`src/rtl/uart_frame_parser.sv`:
```
// uart_frame_parser: receive-side framer behind the UART receiver.
// Extracts SYNC/LEN/payload/CHK frames from one-cycle byte strobes, buffers
// the payload for the command decoder and reports good frames and aborted
// frames as single-cycle pulses. An inter-byte timeout aborts stalled frames.
module uart_frame_parser #(
  parameter int         CLK_FREQ  = 50000000,
  parameter int         BAUD_RATE = 9600,
  parameter int         MAX_LEN   = 16,
  parameter int         TIMEOUT   = 2*10*CLK_FREQ/BAUD_RATE,
  parameter logic [7:0] SYNC      = 8'hA5
) (
  input  logic                                          clk,
  input  logic                                          rst,
  input  logic [7:0]                                    in_data,
  input  logic                                          in_valid,
  input  logic [((MAX_LEN > 1) ? $clog2(MAX_LEN) : 1)-1:0] rd_addr,
  output logic [7:0]                                    rd_data,
  output logic                                          frame_valid,
  output logic [7:0]                                    frame_len,
  output logic                                          frame_err,
  output logic [1:0]                                    err_code,
  output logic                                          busy
);

  localparam int AW = (MAX_LEN > 1) ? $clog2(MAX_LEN) : 1;
  localparam int CW = $clog2(TIMEOUT + 1);

  typedef enum logic [1:0] {
    IDLE,
    GET_LEN,
    GET_PAY,
    GET_CHK
  } state_t;

  state_t         state;
  logic [7:0]     len;
  logic [7:0]     idx;
  logic [7:0]     chk_acc;
  logic [CW-1:0]  cnt;
  logic           timeout_hit;
  logic [7:0]     pay_buf [MAX_LEN];

  // Inter-byte timeout fires only mid-frame and only when no byte arrives this cycle.
  always_comb begin
    timeout_hit = 1'b0;
    if ((state != IDLE) && !in_valid && (cnt == CW'(TIMEOUT - 1)))
      timeout_hit = 1'b1;
  end

  // Frame parser FSM: state, length/index/checksum tracking, idle counter and pulses.
  always_ff @(posedge clk or posedge rst) begin
    if (rst) begin
      state       <= IDLE;
      len         <= '0;
      idx         <= '0;
      chk_acc     <= '0;
      cnt         <= '0;
      frame_valid <= 1'b0;
      frame_len   <= '0;
      frame_err   <= 1'b0;
      err_code    <= '0;
      busy        <= 1'b0;
    end else begin
      frame_valid <= 1'b0;
      frame_err   <= 1'b0;

      if ((state == IDLE) || in_valid)
        cnt <= '0;
      else
        cnt <= cnt + 1'b1;

      if (timeout_hit) begin
        frame_err <= 1'b1;
        err_code  <= 2'b11;
        state     <= IDLE;
        busy      <= 1'b0;
        cnt       <= '0;
      end else if (in_valid) begin
        case (state)
          IDLE: begin
            if (in_data == SYNC) begin
              state <= GET_LEN;
              busy  <= 1'b1;
            end
          end
          GET_LEN: begin
            if ((in_data == 8'd0) || (in_data > 8'(MAX_LEN))) begin
              frame_err <= 1'b1;
              err_code  <= 2'b01;
              state     <= IDLE;
              busy      <= 1'b0;
            end else begin
              len     <= in_data;
              chk_acc <= in_data;
              idx     <= '0;
              state   <= GET_PAY;
            end
          end
          GET_PAY: begin
            chk_acc <= chk_acc ^ in_data;
            idx     <= idx + 8'd1;
            if (idx == (len - 8'd1))
              state <= GET_CHK;
          end
          GET_CHK: begin
            if (in_data == chk_acc) begin
              frame_valid <= 1'b1;
              frame_len   <= len;
            end else begin
              frame_err <= 1'b1;
              err_code  <= 2'b10;
            end
            state <= IDLE;
            busy  <= 1'b0;
          end
          default: begin
            state <= IDLE;
            busy  <= 1'b0;
          end
        endcase
      end
    end
  end

  // Payload buffer write; contents deliberately survive reset.
  always_ff @(posedge clk) begin
    if (in_valid && (state == GET_PAY) && !timeout_hit)
      pay_buf[idx[AW-1:0]] <= in_data;
  end

  // Registered read port; out-of-range addresses read as zero.
  always_ff @(posedge clk or posedge rst) begin
    if (rst)
      rd_data <= '0;
    else if (32'(rd_addr) < MAX_LEN)
      rd_data <= pay_buf[rd_addr];
    else
      rd_data <= '0;
  end

endmodule

```
`config.mk`:
```
export PLATFORM = sky130hd
export DESIGN_NAME = uart_frame_parser
export DESIGN_NICKNAME = d
export VERILOG_FILES = /design/src/rtl/uart_frame_parser.sv
export SDC_FILE = /design/constraint.sdc
export NUM_CORES = 1
export LEC_CHECK = 0
export CORE_AREA = 2 2 131 133
export CTS_BUF_LIST = sky130_fd_sc_hd__clkbuf_4
export CTS_CLUSTER_SIZE = 8
export DETAILED_ROUTE_END_ITERATION = 7
export DIE_AREA = 0 0 133 135
export PLACE_DENSITY = 0.7
export SYNTH_ARGS = -nofsm -noshare
export SYNTH_HDL_FRONTEND = slang
export SYNTH_SLANG_ARGS = --single-unit
```
`constraint.sdc`:
```
create_clock -name clk -period 2.45 [get_ports clk]
set_input_delay 0.245 -clock clk [delete_from_list [all_inputs] [get_ports clk]]
set_output_delay 0.245 -clock clk [all_outputs]
set_load 0.05 [all_outputs]
```
# == Word-level counts from Yosys, hierarchy flattened ==
# Memory sizes are Yosys's and may differ from the RTL's. A register that Yosys moved wholly into a read port is not among the register bits.
# Cells that the tools add are included.
# W data, S select, Z words.
# op_classes
n_addsub,3
magnitude_cmp,1
eq_ne,12
n_mux,34
bitwise_logic,3
reduce_logical,21
# ops
cell,n
$mux W17,2
$pmux W8 S2,2
$reduce_and A4 Y1,5
$mux W2,9
$add A17 B1 Y17 const B,1
$eq A17 B17 Y1 const B,1
$eq A8 B8 Y1,2
$mux W8,2
$mux W1,15
$ne A3 B3 Y1 const B,3
$add A8 B1 Y8 const B,1
$eq A8 B8 Y1 const B,1
$gt A8 B5 Y1 const B,1
$logic_not A8 Y1,1
$pmux W2 S4,1
$sub A8 B1 Y8 const B,1
$xor A8 B8 Y8,1
$reduce_bool A2 Y1,3
$eq A2 B2 Y1 const B,2
$logic_and A1 B1 Y1,4
$pmux W2 S2,1
$reduce_bool A4 Y1,1
$ne A3 B2 Y1 const B,1
$pmux W1 S3,1
other kinds (9),12
# totals
regBits,56
ramBits,128
in_bits,15
memories,1
# mem_list
memory,words,width,read_ports,rd_clocked_by_memory_dff,write_ports,line,rtl
pay_buf,16,8,1,1,1,41,logic [7:0] pay_buf [MAX_LEN];

# == Longest topological paths before layout ==
# Gate-level depths: netlist of run 1.
# depth
depth_word,8
mapped_depth,8
ltp_nobuf,7

# == Worst setup path before layout of run 1 ==
# No wires, ideal clock.
# synth_timing
path_type,reg-to-reg
start,reg state[0]
end,mem pay_buf[0][0] (enable)
setup_ns,0.383
arrival_time_ns,2.054
t_required_ns,2.067
slack_ns,0.012
path_stages_with_launch,7
path_buffers,3
period_less_slack_ns,2.438
path_cell_list,dfrtp_1 -> clkbuf_1 -> and3b_2 -> clkbuf_1 -> clkbuf_1 -> nand2_1 -> nor3_1
# synth_between
elab_chain_cells,8
elab_cells_between_ends,10
classes_between,1 x eq/ne; 3 x mux; 6 x reduce/logical
# synth_rtl
element,line,rtl
"start, declared",35,state_t state;
"start signal, assigned",53,state <= IDLE;
"start signal, assigned",75,state <= IDLE;
"start signal, assigned",82,state <= GET_LEN;
$reduce_bool A2 Y1,46,if ((state != IDLE) && !in_valid && (cnt == CW'(TIMEOUT - 1)))
$logic_and A1 B1 Y1 (2 in a row),46,
$mux W1,46,
$logic_not A1 Y1,127,if (in_valid && (state == GET_PAY) && !timeout_hit)
$logic_and A1 B1 Y1 *,127,
$mux W1 *,127,
$mux W1 (implied by the code) *,128,pay_buf[idx[AW-1:0]] <= in_data;
"end, declared",41,
# Mark *: on every way between the ends. The rest lies on a longest branch, timed or not.

# == Final worst setup path of run 1 ==
# layout_timing
start,reg len[0]
end,reg state[0]
# layout_between
elab_chain_cells,4
# layout_rtl
element,line,rtl
"start, declared",36,logic [7:0] len;
"start signal, assigned",93,len <= in_data;
$sub A8 B1 Y8,102,if (idx == (len - 8'd1))
$eq A8 B8 Y1,102,
$ne A3 B3 Y1 (no line),n/a,
$reduce_and A3 Y1 (no line),n/a,
"end signal, assigned",103,state <= GET_CHK;
"end signal, assigned",113,state <= IDLE;
"end signal, assigned",117,state <= IDLE;
# No other way between the ends.
# A chain may end at the register's enable or synchronous reset.

==> metrics, run 1 <==
synth warn=0; initial core utilization=0.496; Post-CTS Hold Buffers=0; R2R cell count=7; Final Cycle Share=0.922; clock skew=0.0220 ns; number of global-route vias before repair=4712; r2r setup slk=0.19 ns; synth-to-layout area growth=13.3%; vias post-DR=4607; CP Capture Type=flop; switching power=1.93 mW; fillers=1273; remaining antenna violation count=0; CP Launch Type=flop; Max-slew headroom=0.527; Worst-path clk slew=0.15 ns; Crit Reg-Reg Startpoint=len[0]; Setup violations, final=0; DRC viols=0; CTS sink count=192; FMAX=443 MHz; Synth cell types=58; Synth Instances=518; unrepaired setup endpoints after global routing=false; initial antenna violation count=0; top cells by area, synth=edfxtp_1 47%, dfrtp_1 20%, mux4_2 11%; antenna cell count=0; area occupied by multi-input gates=2510 um2; combinational fraction of design power=0.157; vias per inst=5.63; Register Area=5450 um2; Post-synth EDFFs=128; final hold viol count=0; Detailed Route Iter0 Violations=357; latest clock arrival within the worst-skew pair=0.58 ns; largest net degree at the start of global routing=33; num ports=36; CTS Buffer Depth=2; clock network fraction of total power=0.242; Port Buffers=35; Max Fanout on Critical Path=9; total global-route track usage=0.196; Synth Flop Type=edfxtp_1; Critical Path RT=2.96 ns; syn_area_per_cell=15.7 um2; first-pass GRT wire length=26500 um; status=finished clean; Net Sw Frac=0.300; Power Dens Cells=699 nW/um2; Core ar.=16400 um2; Yosys top cell area share=0.473; number of synthesized register bits=192; Mapped Area=8130 um2; LEAKAGE=3.28 nW; Synth async-reset ratio=0.333; Min-Delay Path Class=in2async; # resized after CTS=0; total wire length=16100 um; Tightest Pin Transition=0.708 ns; WL/cell=19.7 um; crit-path cells=inv_1 > ha_1 > or3_1 > nor3_1 > o21ai_0 > a221oi_1 > a221o_1; share of post-route cells with drive strength above 1=0.225; critical path data arrival time=2.77 ns; FF-to-FF End=state[0]; fin. max-slew vios=0; Post-Route Setup TNS=0 ns; slowest stage cell, crit path=dfrtp_1; depth of the CTS H-tree=4; CTS buffer count=17; CTS tree=yes; register area share after synthesis=0.669; max-cap violations=0; TritonRoute pass-1 iters=5; CTS root buffer=clkbuf_4; Tmin final=2.26 ns; synthesized net count=540; sequential power share=0.601; Synth area leader=edfxtp_1; Min Hold Slack=0.0932 ns; postcts setup bufs=0; Internal Pwr Total=4.52 mW; Die H=135 um; peak supply drop=0.000401 V; Die X=133 um; nets=608; routability cong.=0.901; GR Overflow Total=0; Crit Path Class=reg2reg; area of the die=18000 um2; row count=47; Worst path max stage delay=0.56 ns; post-DP HPWL=11000 um
==> logic make-up after synthesis <==
logic type	share of synthesized area
flops	0.669
buf+inv	0.0217
fa+ha+maj	0.0108
mux	0.126
simple gates	0.0915
xor+xnor	0.0431
compound gates	0.0378
==> layout by cell type, fill, tap and decap left out, drive strengths merged, types with 3 or more instances in the layout <==
cell type | netlist | final
nand2 | 34 | 34
nand4 | 8 | 8
mux4 | 40 | 40
edfxtp | 128 | 128
clkinv | 0 | 4
and2 | 5 | 5
clkdlybuf4s50 | 0 | 34
or3 | 3 | 3
ha | 7 | 7
a311oi | 3 | 3
nor4 | 6 | 6
nor2 | 44 | 44
o21ai | 12 | 12
buf | 12 | 42
dfrtp | 64 | 64
inv | 12 | 17
xnor2 | 24 | 24
nor3 | 13 | 13
mux2 | 9 | 9
a21oi | 11 | 11
and3 | 4 | 4
clkbuf | 15 | 18
clkinvlp | 0 | 5
nand3 | 13 | 13
xor2 | 16 | 16
==> per-stage QoR <==
| stage | total power, mW | cells | cell area (um2) | utilization | worst slack, ns |
|---|---|---|---|---|---|
| after floorplan | 4.62 | 518 | 8130 | - | 0.0121 |
| after global placement | 4.91 | 787 | 8960 | 0.546 | 0.165 |
| after detailed placement | 4.95 | 787 | 8960 | 0.546 | 0.109 |
| after CTS | 6.50 | 819 | 9220 | 0.562 | 0.223 |
| after global routing | 6.77 | 819 | 9220 | 0.562 | 0.0237 |
| final | 6.45 | 819 | 9220 | 0.562 | 0.192 |
==> flip-flops by register name, indices dropped and copies added (netlist names) <==
name and flops:
busy 1, chk_acc 8, cnt 17, err_code 2, frame_err 1, frame_len 8
frame_valid 1, idx 8, len 8, pay_buf 128, rd_data 8, state 2
==> critical path: cells and delay by family, from the launching register on <==
kind	cells	cell delay (ns)
flip-flops	1	0.56
buffers and inverters	1	0.12
adder cells (fa/ha/maj)	1	0.31
AO/OA/AOI/OAI	3	0.66
AND/OR/NAND/NOR	2	0.55
==> area by class of cell <==
class                           instances  area share
Clock inverter                         14      0.0137
Sequential cell                       192       0.591
Inverter                               12     0.00489
Multi-Input combinational cell        287       0.273
Timing Repair Buffer                   76      0.0736
Tap cell                              220      0.0299
Clock buffer                           18      0.0147
==> power by group through the flow <==
stage	Combinational, mW	Sequential, mW	Clock (mW)
2_1_floorplan	0.710	3.91	0
3_3_place_gp	0.981	3.93	0
3_5_place_dp	1.01	3.94	0
4_1_cts	1.02	3.87	1.61
5_1_grt	1.12	3.91	1.74
6_report	1.01	3.88	1.56
==> cell usage after synthesis (all sizes together), types with 2 or more instances <==
master and instances:
o211ai 2, o311ai 2, a21o 2, clkbuf 15
xor2 16, and2 5, o21ai 12, and3 4
nor4b 2, nor4 6, o41ai 2, buf 12
a21oi 11, mux4 40, edfxtp 128, inv 12
nand4bb 2, dfrtp 64, nand3 13, nor2 44
nor3 13, nor4bb 2, a311oi 3, mux2i 2
ha 7, mux2 9, xnor2 24, nand2 34
or3 3, nand4 8, o31ai 2
==> metal layers <==
metal | global-route usage | vias up | wire length (um)
met5 | 0 | - | 0
met3 | 0.0424 | 16 | 784
met4 | 0.0484 | 0 | 181
met1 | 0.276 | 2369 | 7100
met2 | 0.318 | 121 | 8060
li1 | - | 2101 | -
==> how the worst max path moves through the flow <==
| stage | to | from | slack [ns] |
|---|---|---|---|
| finish | state[0] | len[0] | 0.19 |
| global route | state[0] | len[0] | 0.02 |
| CTS | state[0] | len[0] | 0.22 |
| detailed placement | frame_len[5] | in_data[0] | 0.11 |
| global placement | frame_len[3] | in_data[0] | 0.16 |
| floorplan | pay_buf[0][0] | state[0] | 0.01 |
Power figures use the tool's default switching activity.
==> run 2: changes to the inputs <==
- CAP_MARGIN: unset -> 20
==> results of run 2 <==
Final layout, timing and power as in run 1 (identical DEF).
